`config.mk`:
```
export PLATFORM = sky130hd
export DESIGN_NAME = dmem_bridge
export DESIGN_NICKNAME = d
export VERILOG_FILES = /design/src/rtl/dmem_bridge.sv
export SDC_FILE = /design/constraint.sdc
export NUM_CORES = 1
export LEC_CHECK = 0
export CORE_AREA = 2 2 106 108
export DETAILED_ROUTE_END_ITERATION = 8
export DIE_AREA = 0 0 108 110
export GPL_TIMING_DRIVEN = 1
export HOLD_SLACK_MARGIN = 0.05
export PLACE_DENSITY = 0.79
export SYNTH_ARGS = -nofsm -noshare
export SYNTH_HDL_FRONTEND = slang
export SYNTH_SLANG_ARGS = --single-unit
```
`constraint.sdc`:
```
create_clock -name clk -period 1.8 [get_ports clk]
set_input_delay 0.36 -clock clk [delete_from_list [all_inputs] [get_ports clk]]
set_output_delay 0.36 -clock clk [all_outputs]
set_load 0.005 [all_outputs]
```
`src/rtl/dmem_bridge.sv`:
```
// dmem_bridge -- core data-memory port to simple req/ack bus bridge.
//
// Accepts one load or store at a time from the core, holds the core with
// o_stall while the bus transaction is outstanding, and returns load data on
// o_rdata. Faults (misaligned access, simultaneous load+store, bus error,
// bus timeout) set the sticky o_err flag, which only reset clears.
//
// Optional feature: define DMEM_BRIDGE_TIMEOUT_EN to compile in an 8-bit
// wait counter that aborts a bus request after TIMEOUT cycles without a
// response. Without it, the bridge waits indefinitely for ack/err.
//
// Ports:
//   clk, rst_n                 clock; asynchronous active-low reset
//   i_addr, i_wdata            core address / store data
//   i_rd, i_wr                 core load / store strobes
//   o_rdata, o_stall           load result / core hold
//   o_bus_req, o_bus_we        bus request / write enable
//   o_bus_addr, o_bus_wdata    bus address / write data
//   i_bus_ack, i_bus_err       bus completion / error response
//   i_bus_rdata                bus read data
//   o_err                      sticky fault flag
//
// state | meaning
// ------+---------------------------------------------------------------
// IDLE  | waiting for i_rd/i_wr; aligned -> REQ, misaligned -> DONE
// REQ   | bus request driven from holding registers until ack/err/timeout
// DONE  | single completion cycle, stall released, no new access accepted
module dmem_bridge #(
  parameter int TIMEOUT = 16
) (
  input  logic        clk,
  input  logic        rst_n,
  input  logic [31:0] i_addr,
  input  logic [31:0] i_wdata,
  input  logic        i_rd,
  input  logic        i_wr,
  output logic [31:0] o_rdata,
  output logic        o_stall,
  output logic        o_bus_req,
  output logic        o_bus_we,
  output logic [31:0] o_bus_addr,
  output logic [31:0] o_bus_wdata,
  input  logic        i_bus_ack,
  input  logic        i_bus_err,
  input  logic [31:0] i_bus_rdata,
  output logic        o_err
);

  typedef enum logic [1:0] {
    ST_IDLE = 2'd0,
    ST_REQ  = 2'd1,
    ST_DONE = 2'd2
  } state_t;

  state_t      r_state;
  state_t      w_state_nxt;
  logic [31:0] r_addr;
  logic [31:0] r_wdata;
  logic [31:0] r_rdata;
  logic [31:0] w_rdata_nxt;
  logic        r_we;
  logic        r_err;
  logic        w_err_set;
  logic        w_latch;
  logic        w_stall;
  logic        w_timeout;
  logic        w_access;
  logic        w_aligned;

  if (TIMEOUT < 2 || TIMEOUT > 255) begin : g_bad_timeout
    $error("dmem_bridge: TIMEOUT must be within 2..255");
  end

  assign w_access  = i_rd | i_wr;
  assign w_aligned = (i_addr[1:0] == 2'b00);

`ifdef DMEM_BRIDGE_TIMEOUT_EN
  logic [7:0] r_wait_cnt;

  // Counter value k-1 during the k-th REQ cycle, so the abort decision is
  // taken in REQ cycle TIMEOUT and the request is gone the cycle after.
  always_ff @(posedge clk or negedge rst_n) begin
    if (!rst_n) begin
      r_wait_cnt <= '0;
    end else if (w_latch) begin
      r_wait_cnt <= '0;
    end else if (r_state == ST_REQ && !i_bus_ack && !i_bus_err) begin
      r_wait_cnt <= r_wait_cnt + 8'd1;
    end
  end

  assign w_timeout = (r_wait_cnt == 8'(TIMEOUT - 1));
`else
  assign w_timeout = 1'b0;
`endif

  always_comb begin
    w_state_nxt = r_state;
    w_rdata_nxt = r_rdata;
    w_err_set   = 1'b0;
    w_latch     = 1'b0;
    w_stall     = 1'b0;
    unique case (r_state)
      ST_IDLE: begin
        if (w_access) begin
          w_stall = 1'b1;
          // Load+store together resolves to the store, flagged as a fault.
          if (i_rd && i_wr) w_err_set = 1'b1;
          if (w_aligned) begin
            w_latch     = 1'b1;
            w_state_nxt = ST_REQ;
          end else begin
            w_err_set   = 1'b1;
            w_state_nxt = ST_DONE;
            if (!i_wr) w_rdata_nxt = 32'h0;
          end
        end
      end
      ST_REQ: begin
        w_stall = 1'b1;
        if (i_bus_ack) begin
          // Ack wins over a coincident error; data is still taken.
          w_state_nxt = ST_DONE;
          if (!r_we)     w_rdata_nxt = i_bus_rdata;
          if (i_bus_err) w_err_set   = 1'b1;
        end else if (i_bus_err) begin
          w_state_nxt = ST_DONE;
          w_err_set   = 1'b1;
          if (!r_we) w_rdata_nxt = 32'h0;
        end else if (w_timeout) begin
          w_state_nxt = ST_DONE;
          w_err_set   = 1'b1;
          if (!r_we) w_rdata_nxt = 32'hDEADBEEF;
        end
      end
      ST_DONE: begin
        w_state_nxt = ST_IDLE;
      end
      default: begin
        w_state_nxt = ST_IDLE;
      end
    endcase
  end

  always_ff @(posedge clk or negedge rst_n) begin
    if (!rst_n) begin
      r_state <= ST_IDLE;
      r_addr  <= '0;
      r_wdata <= '0;
      r_we    <= 1'b0;
      r_rdata <= '0;
      r_err   <= 1'b0;
    end else begin
      r_state <= w_state_nxt;
      r_rdata <= w_rdata_nxt;
      if (w_err_set) r_err <= 1'b1;
      if (w_latch) begin
        r_addr  <= i_addr;
        r_wdata <= i_wdata;
        r_we    <= i_wr;
      end
    end
  end

  // Request is decoded from state so reset removes it without a clock edge.
  assign o_bus_req   = (r_state == ST_REQ);
  assign o_bus_we    = (r_state == ST_REQ) & r_we;
  assign o_bus_addr  = r_addr;
  assign o_bus_wdata = r_wdata;
  assign o_rdata     = r_rdata;
  assign o_stall     = w_stall;
  assign o_err       = r_err;

endmodule

```
* Word level (Yosys, flattened, before mapping)
Index checks and enable logic that the tools add are counted.
** Word-level totals
- Bits of input ports :: 102
- Register bits :: 100
- Word-level logic and storage cells :: 43
** Operators by class
- Equality and inequality tests :: 6
- Bitwise operators :: 2
- Muxes and demuxes :: 23
- Reductions and logical operators :: 6
** Operators by type and width (number)
- two-way mux 32 bit :: 7
- one-hot mux 32 bit (2 select lines) :: 1
- two-way mux 1 bit :: 8
- two-way mux 2 bit :: 4
- inequality test 2 bit (second input constant) :: 4
- AND reduction 6 bit :: 1
- logical NOT 2 bit :: 2
- one-hot mux 1 bit (2 select lines) :: 2
- one-hot mux 2 bit (2 select lines) :: 1
- inequality test 3 x 1 -> 1 bit (second input constant) :: 1
- equality test 2 x 1 -> 1 bit (second input constant) :: 1
- AND reduction 2 bit :: 1
- nonzero test 2 bit :: 1
- AND 1 bit :: 1
- logical AND 1 bit :: 1
- OR 1 bit :: 1

* Depth between registers and ports, before layout
Gate-level depths: netlist (run 1).
- Depth after elaboration :: 5
- Gate-level depth with buffers :: 5

* Worst setup path before layout (run 1)
Ideal clock, no wire load.
- Kind :: reg2reg
- Start :: reg r_state[0]
- End :: reg r_wdata[18] (netlist: o_bus_wdata[18])
- Path slack :: 119 ps
- Arrival :: 1554 ps
- Stages on the path, launching flop included :: 6
- Clock period less this slack :: 1681 ps
- Cells stage by stage :: dfrtp_1 -> nor4_2 -> o21a_2 -> buf_12 -> buf_8 -> mux2_1
** Between the ends
- Longest elaborated chain between the ends :: 2
** Ends and longest elaborated chain
- from (decl) :: line 55 : state_t r_state;
- from (signal assigned) :: line 154 : r_state <= w_state_nxt;
- logical NOT 2 bit :: line 103 : unique case (r_state)
- two-way mux 1 bit :: line 103
- to (signal assigned) :: line 159 : r_wdata <= i_wdata;
- to (decl) :: line 58 : logic [31:0] r_wdata;
Every way passes these cells.
A chain may end at the register's enable or synchronous reset.

* Worst setup path after layout (run 1)
- Start :: in i_addr[1]
- End :: reg r_wdata[6] (netlist: o_bus_wdata[6])
** Between the ends
- Longest elaborated chain between the ends :: 4
** Ends and longest elaborated chain
- from (decl) :: line 33 : input logic [31:0] i_addr,
- logical NOT 2 bit :: line 75 : assign w_aligned = (i_addr[1:0] == 2'b00);
- two-way mux 1 bit :: line 109 : if (w_aligned) begin
- two-way mux 1 bit :: line 105 : if (w_access) begin
- two-way mux 1 bit :: line 103
Every way passes these cells.

==> results of run 1 <==
==> stage by stage <==
step | setup slack, ps | total power [W]
after floorplan | 118.9 | 0.004864
after global placement | -231.8 | 0.007067
after detailed placement | -333.1 | 0.007222
after CTS | 3.788 | 0.008648
after global routing | -11.69 | 0.009186
final | 68.12 | 0.008666
==> path summary, 6_finish.rpt <==
check,start,to,slack [ps],cells past startpoint
worst max-delay path,i_addr[1],o_bus_wdata[6],70,6
worst min-delay path,o_err,o_err,480,1
worst max register to register,r_state[1],o_bus_wdata[6],90,6
worst min register to register,o_err,o_err,480,1
max in group asynchronous,rst_n,o_bus_addr[30],630,3
min in group asynchronous,rst_n,o_bus_addr[20],490,2
==> power by group <==
| part | switching, W | internal (W) |
|---|---|---|
| Combinational | 0.00115 | 0.00249 |
| Sequential | 0.000561 | 0.00308 |
| Clock | 0.000754 | 0.000635 |
==> registers in the layout, summed over array words and instances, names as in the netlist <==
register / count
o_bus_addr: 32
r_state: 2
o_rdata: 32
r_we: 1
o_bus_wdata: 32
o_err: 1
==> cells in the mapped netlist (2+ instances only) <==
cell type and instances:
dfrtp_1 100, o21ai_0 62, mux2_4 40, a32oi_1 32, clkbuf_1 19, mux2_2 16
mux2_1 7, buf_12 5, inv_1 3, nor2_1 3, a21o_1 2, nor2b_1 2
nor3_1 2, o21ai_1 2
==> cell families after synthesis <==
kind of cell           after synthesis
buffers and inverters               29
muxes                               63
AOI/OAI and AO/OA                  104
and+or+nand+nor                     11
DFF                                100
==> cell type report <==
type | instances | area, um2
Fill cell | 809 | 3744
Sequential cell | 100 | 2502
Timing Repair Buffer | 231 | 2431
Multi-Input combinational cell | 178 | 1639
Tap cell | 140 | 175.2
Clock buffer | 9 | 123.9
Clock inverter | 7 | 67.56
Inverter | 3 | 15.01
==> cells in the final DEF, fill, tap and decap left out, types with 3 or more instances in the layout <==
| master | synthesis | final |
|---|---|---|
| a32oi_1 | 32 | 32 |
| buf_12 | 5 | 9 |
| buf_4 | 1 | 14 |
| buf_6 | 0 | 3 |
| clkbuf_16 | 0 | 4 |
| clkbuf_8 | 0 | 9 |
| clkdlybuf4s50_1 | 0 | 196 |
| clkinv_2 | 0 | 3 |
| clkinvlp_4 | 0 | 4 |
| dfrtp_1 | 100 | 100 |
| mux2_1 | 7 | 7 |
| mux2_2 | 16 | 16 |
| mux2_4 | 40 | 40 |
| nor2_1 | 3 | 3 |
| o21ai_0 | 62 | 62 |
==> metal layers <==
layer	vias to the layer above	GRT usage [%]	share of wire, %
met5	-	0	0
met4	0	6.502	1.4
met3	15	4.762	7.3
met1	1732	24.72	41
li1	1579	-	-
met2	159	34.46	51
==> worst reg2reg max path, cell delays in order, from the launching register on <==
cell	delay [ps]
dfrtp_1	410
buf_4	160
nor4_4	170
o21a_4	210
clkbuf_16	160
buf_4	170
mux2_4	310
==> what timing repair did <==
action / in CTS / in global routing
hold endpoints to repair: 29 / 0
pin swaps: 1 / 1
buffers inserted: 1 / 5
gates cloned: 0 / 5
hold buffers: 1 / 0
gates resized for setup: 6 / 10
setup endpoints to repair: 3 / 78
==> metrics.md, run 1 <==
| Metric | Value |
|---|---|
| HP Class | reg2reg |
| Least-Margin Pin Slew | 544.5 ps |
| Crit path largest cell delay | 480 ps |
| Syn_area_per_cell | 13.98 um2 |
| Via Count | 3485 |
| Critical Path RT | 2040 ps |
| Sum Neg Setup Slack | 0 ps |
| Fin. Hold Viols | 0 |
| Clock latency on the worst-skew pair | between 300 and 400 ps |
| Drt drc | 0 |
| Sequential share of the synthesized area | between 50 and 60% |
| Post-synthesis cell type with the largest combined area | dfrtp_1 |
| Count of non-filler cells in the finished layout | 668 |
| Placed Cells | 640 |
| RSZ-0062 raised after global routing | yes |
| WP data arrival | 1970 ps |
| Aggregate global routing overflow | 0 |
| CTS sink count | 100 |
| Ports | roughly 200 |
| Fin. max-slew vios | 0 |
| Worst-path cell with the longest stage delay | clkdlybuf4s50_1 |
| Period utilization | a little under 100% |
| Async set-or-reset flop fraction in the synthesized netlist | between 90% and 100% |
| CTS Buffer Depth | 2 |
| CTS buffer count | 9 |
| Clock H-tree levels | 3 |
| Post-Synth Simple-Gate Area | approximately 1.5% |
| Max VDD drop | 591.2 uV |
| Die W | about 110 um |
| Num rows | 38 |
| Ranking of synthesized cells by area | dfrtp_1 (58%), mux2_4 (14%), o21ai_0 (7.2%) |
| Synth warnings | 0 |
| Status | finished clean |
| Tot GR Track Use | roughly 20% |
| Buf/Inv on CP | 3 |
| Worst Skew | 8.976 ps |
| Root Buffer Master | clkbuf_8 |
| Syn Inst Count | approximately 310 |
| Initial antenna violation count | 0 |
| Layout area overhead | 61.99% |
| Adder-cell area share of the yosys netlist | 0% |
| Netlist Area Pre-Place | 4293 um2 |
| Core Region | approximately 11000 um2 |
| Relative slew slack | around 64% |
| Pwr dens | 1246 nW/um2 |
| Setup crit start kind | primary input |
| Top FF cell, synth | dfrtp_1 |
| DIE AREA | 11880 um2 |
| Compound-Gate Fraction of Synth Area | around 15% |
| CP delay by family, top | buffers and inverters |
| Drt pass-1 iters | 4 |
| Nets | about 630 |
| Combinational family with the most area after synthesis | multiplexers |
| Synth Register Bits | 100 |
| WL per Instance | approximately 18 um |
| WS Path Type | in2reg |
| Area post-placement | 6533 um2 |
| CP endpoint kind | flop |
| Max Cap Viol | 0 |
| Final instance area | slightly below 7000 um2 |
| Port bufs | 201 |
| Layout cells sized above 1 | roughly 21% |
| CTS tree | built |
| CP max FO | 7 |
| Global-route wire length before repair | approximately 18000 um |
| Synth top area share | 58.29% |
| Max Fclk | 577.4 MHz |
| N_diodes | 0 |
| Period minus WS final | around 1700 ps |
| Vias in the first global route | 3561 |
| Routability cong. | between 0.7 and 0.8 |
| Final wirelength | between 10000 and 15000 um |
| Initial Util | 40.13% |
| DP HPWL | ~8700 um |
| XOR/XNOR Fraction of Synth Area | 0% |
| DRT iter0 DRCs | 228 |
| Post-synthesis mux area share | between 20% and 30% |
| Worst-path cell chain | clkdlybuf4s50_1, nor4_4, o21a_4, clkbuf_16, buf_4, mux2_4 |
| Endpoints failing setup | 0 |
| Largest net degree at the start of global routing | 45 |
| Syn nets | approximately 410 |
| Distinct cells, synth | 26 |
| Layout Utilization | 65.01% |
| Clock Pin Slew Worst Setup and Hold Paths | approximately 100 ps |
| Die Span Y | around 110 um |
| Pleak | about 2.9 nW |
| EDFF count, synth | 0 |
| Min Hold Slack | around 480 ps |
| DR vias/cell | ~5.2 |
| Post-route ant nets | 0 |
Power figures use the tool's default switching activity.
==> run 2: changes to the inputs <==
- TNS_END_PERCENT: default -> 100
==> results of run 2 <==
The final DEF is identical to that of run 1; final timing and power are the same.
==> run 3: changes to the inputs <==
- CORE_AREA: 2 2 106 108 -> 5 5 109 111
- DIE_AREA: 0 0 108 110 -> 0 0 114 116
==> metrics.md, run 3 (same netlist as run 1, synthesis figures left out) <==
| Metric | Value |
|---|---|
| Final wirelength | 12830 um |
| Port bufs | ~200 |
| Commonest non-fill, non-tap cell in the layout | clkdlybuf4s50_1 |
| Period utilization | 99.04% |
| Setup crit start kind | flop |
| Status | finished clean |
| Number of fill cells in the layout | around 810 |
| Via Count | 3472 |
| Num rows | 38 |
| Nets | 618 |
| Clock latency on the worst-skew pair | 350 ps |
| CTS Buffer Depth | 2 |
| WP data arrival | 2030 ps |
| Pre-CTS setup slack | -325.5 ps |
| Root Buffer Master | clkbuf_8 |
| Least-Margin Pin Slew | ~360 ps |
| CP endpoint kind | flop |
| WL per Instance | about 19 um |
| Max Cap Viol | 0 |
| Fin. max-slew vios | 0 |
| Area post-placement | between 6000 and 7000 um2 |
| Critical Path RT | just over 2000 ps |
| Period minus WS final | around 1800 ps |
| Clock H-tree levels | 3 |
| WS Path Type | reg2reg |
| Max Fclk | around 560 MHz |
| DR vias/cell | roughly 5.3 |
| Max VDD drop | slightly above 700 uV |
| CP max FO | 14 |
| Drt pass-1 iters | 4 |
| DP HPWL | about 9200 um |
| CTS tree | built |
| Worst R2R Start | r_state[0] |
| Vias in the first global route | ~3500 |
| Placed Cells | between 600 and 700 |
| CTS buffer count | 9 |
| Global-route wire length before repair | around 19000 um |
| Final instance area | 6853 um2 |
| Count of non-filler cells in the finished layout | ~660 |
| Die W | approximately 110 um |
| Pwr dens | 1291 nW/um2 |
| CTS sink count | 100 |
| HP Class | in2async |
| Min Hold Slack | 490.3 ps |
| Tot GR Track Use | between 10% and 20% |
| Setup crit start | r_state[0] |
| Die Span Y | about 120 um |
| Relative slew slack | about three quarters |
| Initial Util | about two fifths |
| Fin. Hold Viols | 0 |
| Setup ws final | around 17 ps |
| FF-to-FF path depth | 5 |
| Pwr Total | 0.008845 W |
| Layout area overhead | 59.63% |
| Ports | between 200 and 250 |
| Largest net degree at the start of global routing | 54 |
| Routability cong. | around 0.8 |
| Clock Pin Slew Worst Setup and Hold Paths | 100 ps |
| Pleak | between 2 and 3 nW |
| RSZ-0062 raised after global routing | yes |
| Commonest non-fill, non-tap cells in the layout | clkdlybuf4s50_1 (197), dfrtp_1 (100), o21ai_0 (62), mux2_4 (45), a32oi_1 (32) |
| DRT iter0 DRCs | 250 |
| Aggregate global routing overflow | 0 |
| Layout cells sized above 1 | 19.77% |
| Drt drc | 0 |
| Initial antenna violation count | 0 |
| Post-route ant nets | 0 |
| Core Region | between 10000 and 15000 um2 |
| Endpoints failing setup | 0 |
| DIE AREA | ~13000 um2 |
| N_diodes | 0 |
| Worst Skew | 5.937 ps |
-- run 3: cell count changes in the layout (fill, tap and decap cells not counted), sizes merged --
| cell | change |
|---|---|
| buf | -5 |
| clkinv | -2 |
| bufinv | +1 |
| clkbuf | +1 |
| clkdlybuf4s15 | -1 |
| clkdlybuf4s50 | +1 |
| clkinvlp | -1 |
| dlymetal6s2s | -1 |
-- run 3: layout make-up --
| class | instances | area [um2] | area share [%] |
|---|---|---|---|
| Clock buffer | 12 | 145.1 | 2.118 |
| Timing Repair inverter | 1 | 7.507 | 0.1095 |
| Inverter | 3 | 15.01 | 0.2191 |
| Tap cell | 140 | 175.2 | 2.556 |
| Sequential cell | 100 | 2502 | 36.52 |
| Timing Repair Buffer | 223 | 2281 | 33.28 |
| Multi-Input combinational cell | 178 | 1654 | 24.14 |
| Clock inverter | 4 | 72.57 | 1.059 |
-- run 3: metrics by stage --
step,TNS [ps],util (%)
2_1_floorplan,0,-
3_3_place_gp,-17120,60.88
3_5_place_dp,-18750,60.88
4_1_cts,0,63.31
5_1_grt,-2176,64.06
6_report,0,64.06
-- run 3: worst max-delay path: stages (launching register included) --
cell     delay (ps)
dfrtp_1         400
buf_6           120
nor4_4          320
o21a_4          270
buf_6           200
mux2_2          350
-- run 3: final timing paths --
check	end	slack, ps
hold reg to reg	o_bus_wdata[24]	490
max in group asynchronous	o_bus_addr[14]	720
setup / recovery	o_bus_addr[7]	20
setup reg to reg	o_bus_addr[7]	20
min in group clk	o_bus_wdata[24]	490
hold / removal	o_rdata[29]	490
-- run 3: repair_timing --
| action | CTS | global route |
|---|---|---|
| hold buffers | 1 | 0 |
| gates cloned | 0 | 2 |
| resized for setup | 7 | 15 |
| endpoints found under the hold margin | 23 | 0 |
| setup endpoints to repair | 3 | 93 |
| buffers inserted | 2 | 1 |
-- run 3: report_power, final --
part / leakage (nW) / switching (W) / total, W / internal (W)
clock network: 0.107 / 0.000744 / 0.00156 / 0.000821
registers: 1.24 / 0.000554 / 0.00364 / 0.00308
logic: 1.49 / 0.00117 / 0.00364 / 0.00247
-- run 3: metal layers --
layer / global-route usage [%] / vias up / wire, um
met5: 0 / - / 0
met4: 5.067 / 0 / 186
met3: 6.005 / 16 / 1010
met2: 31.38 / 168 / 6347
met1: 23.15 / 1728 / 5288
li1: - / 1560 / -
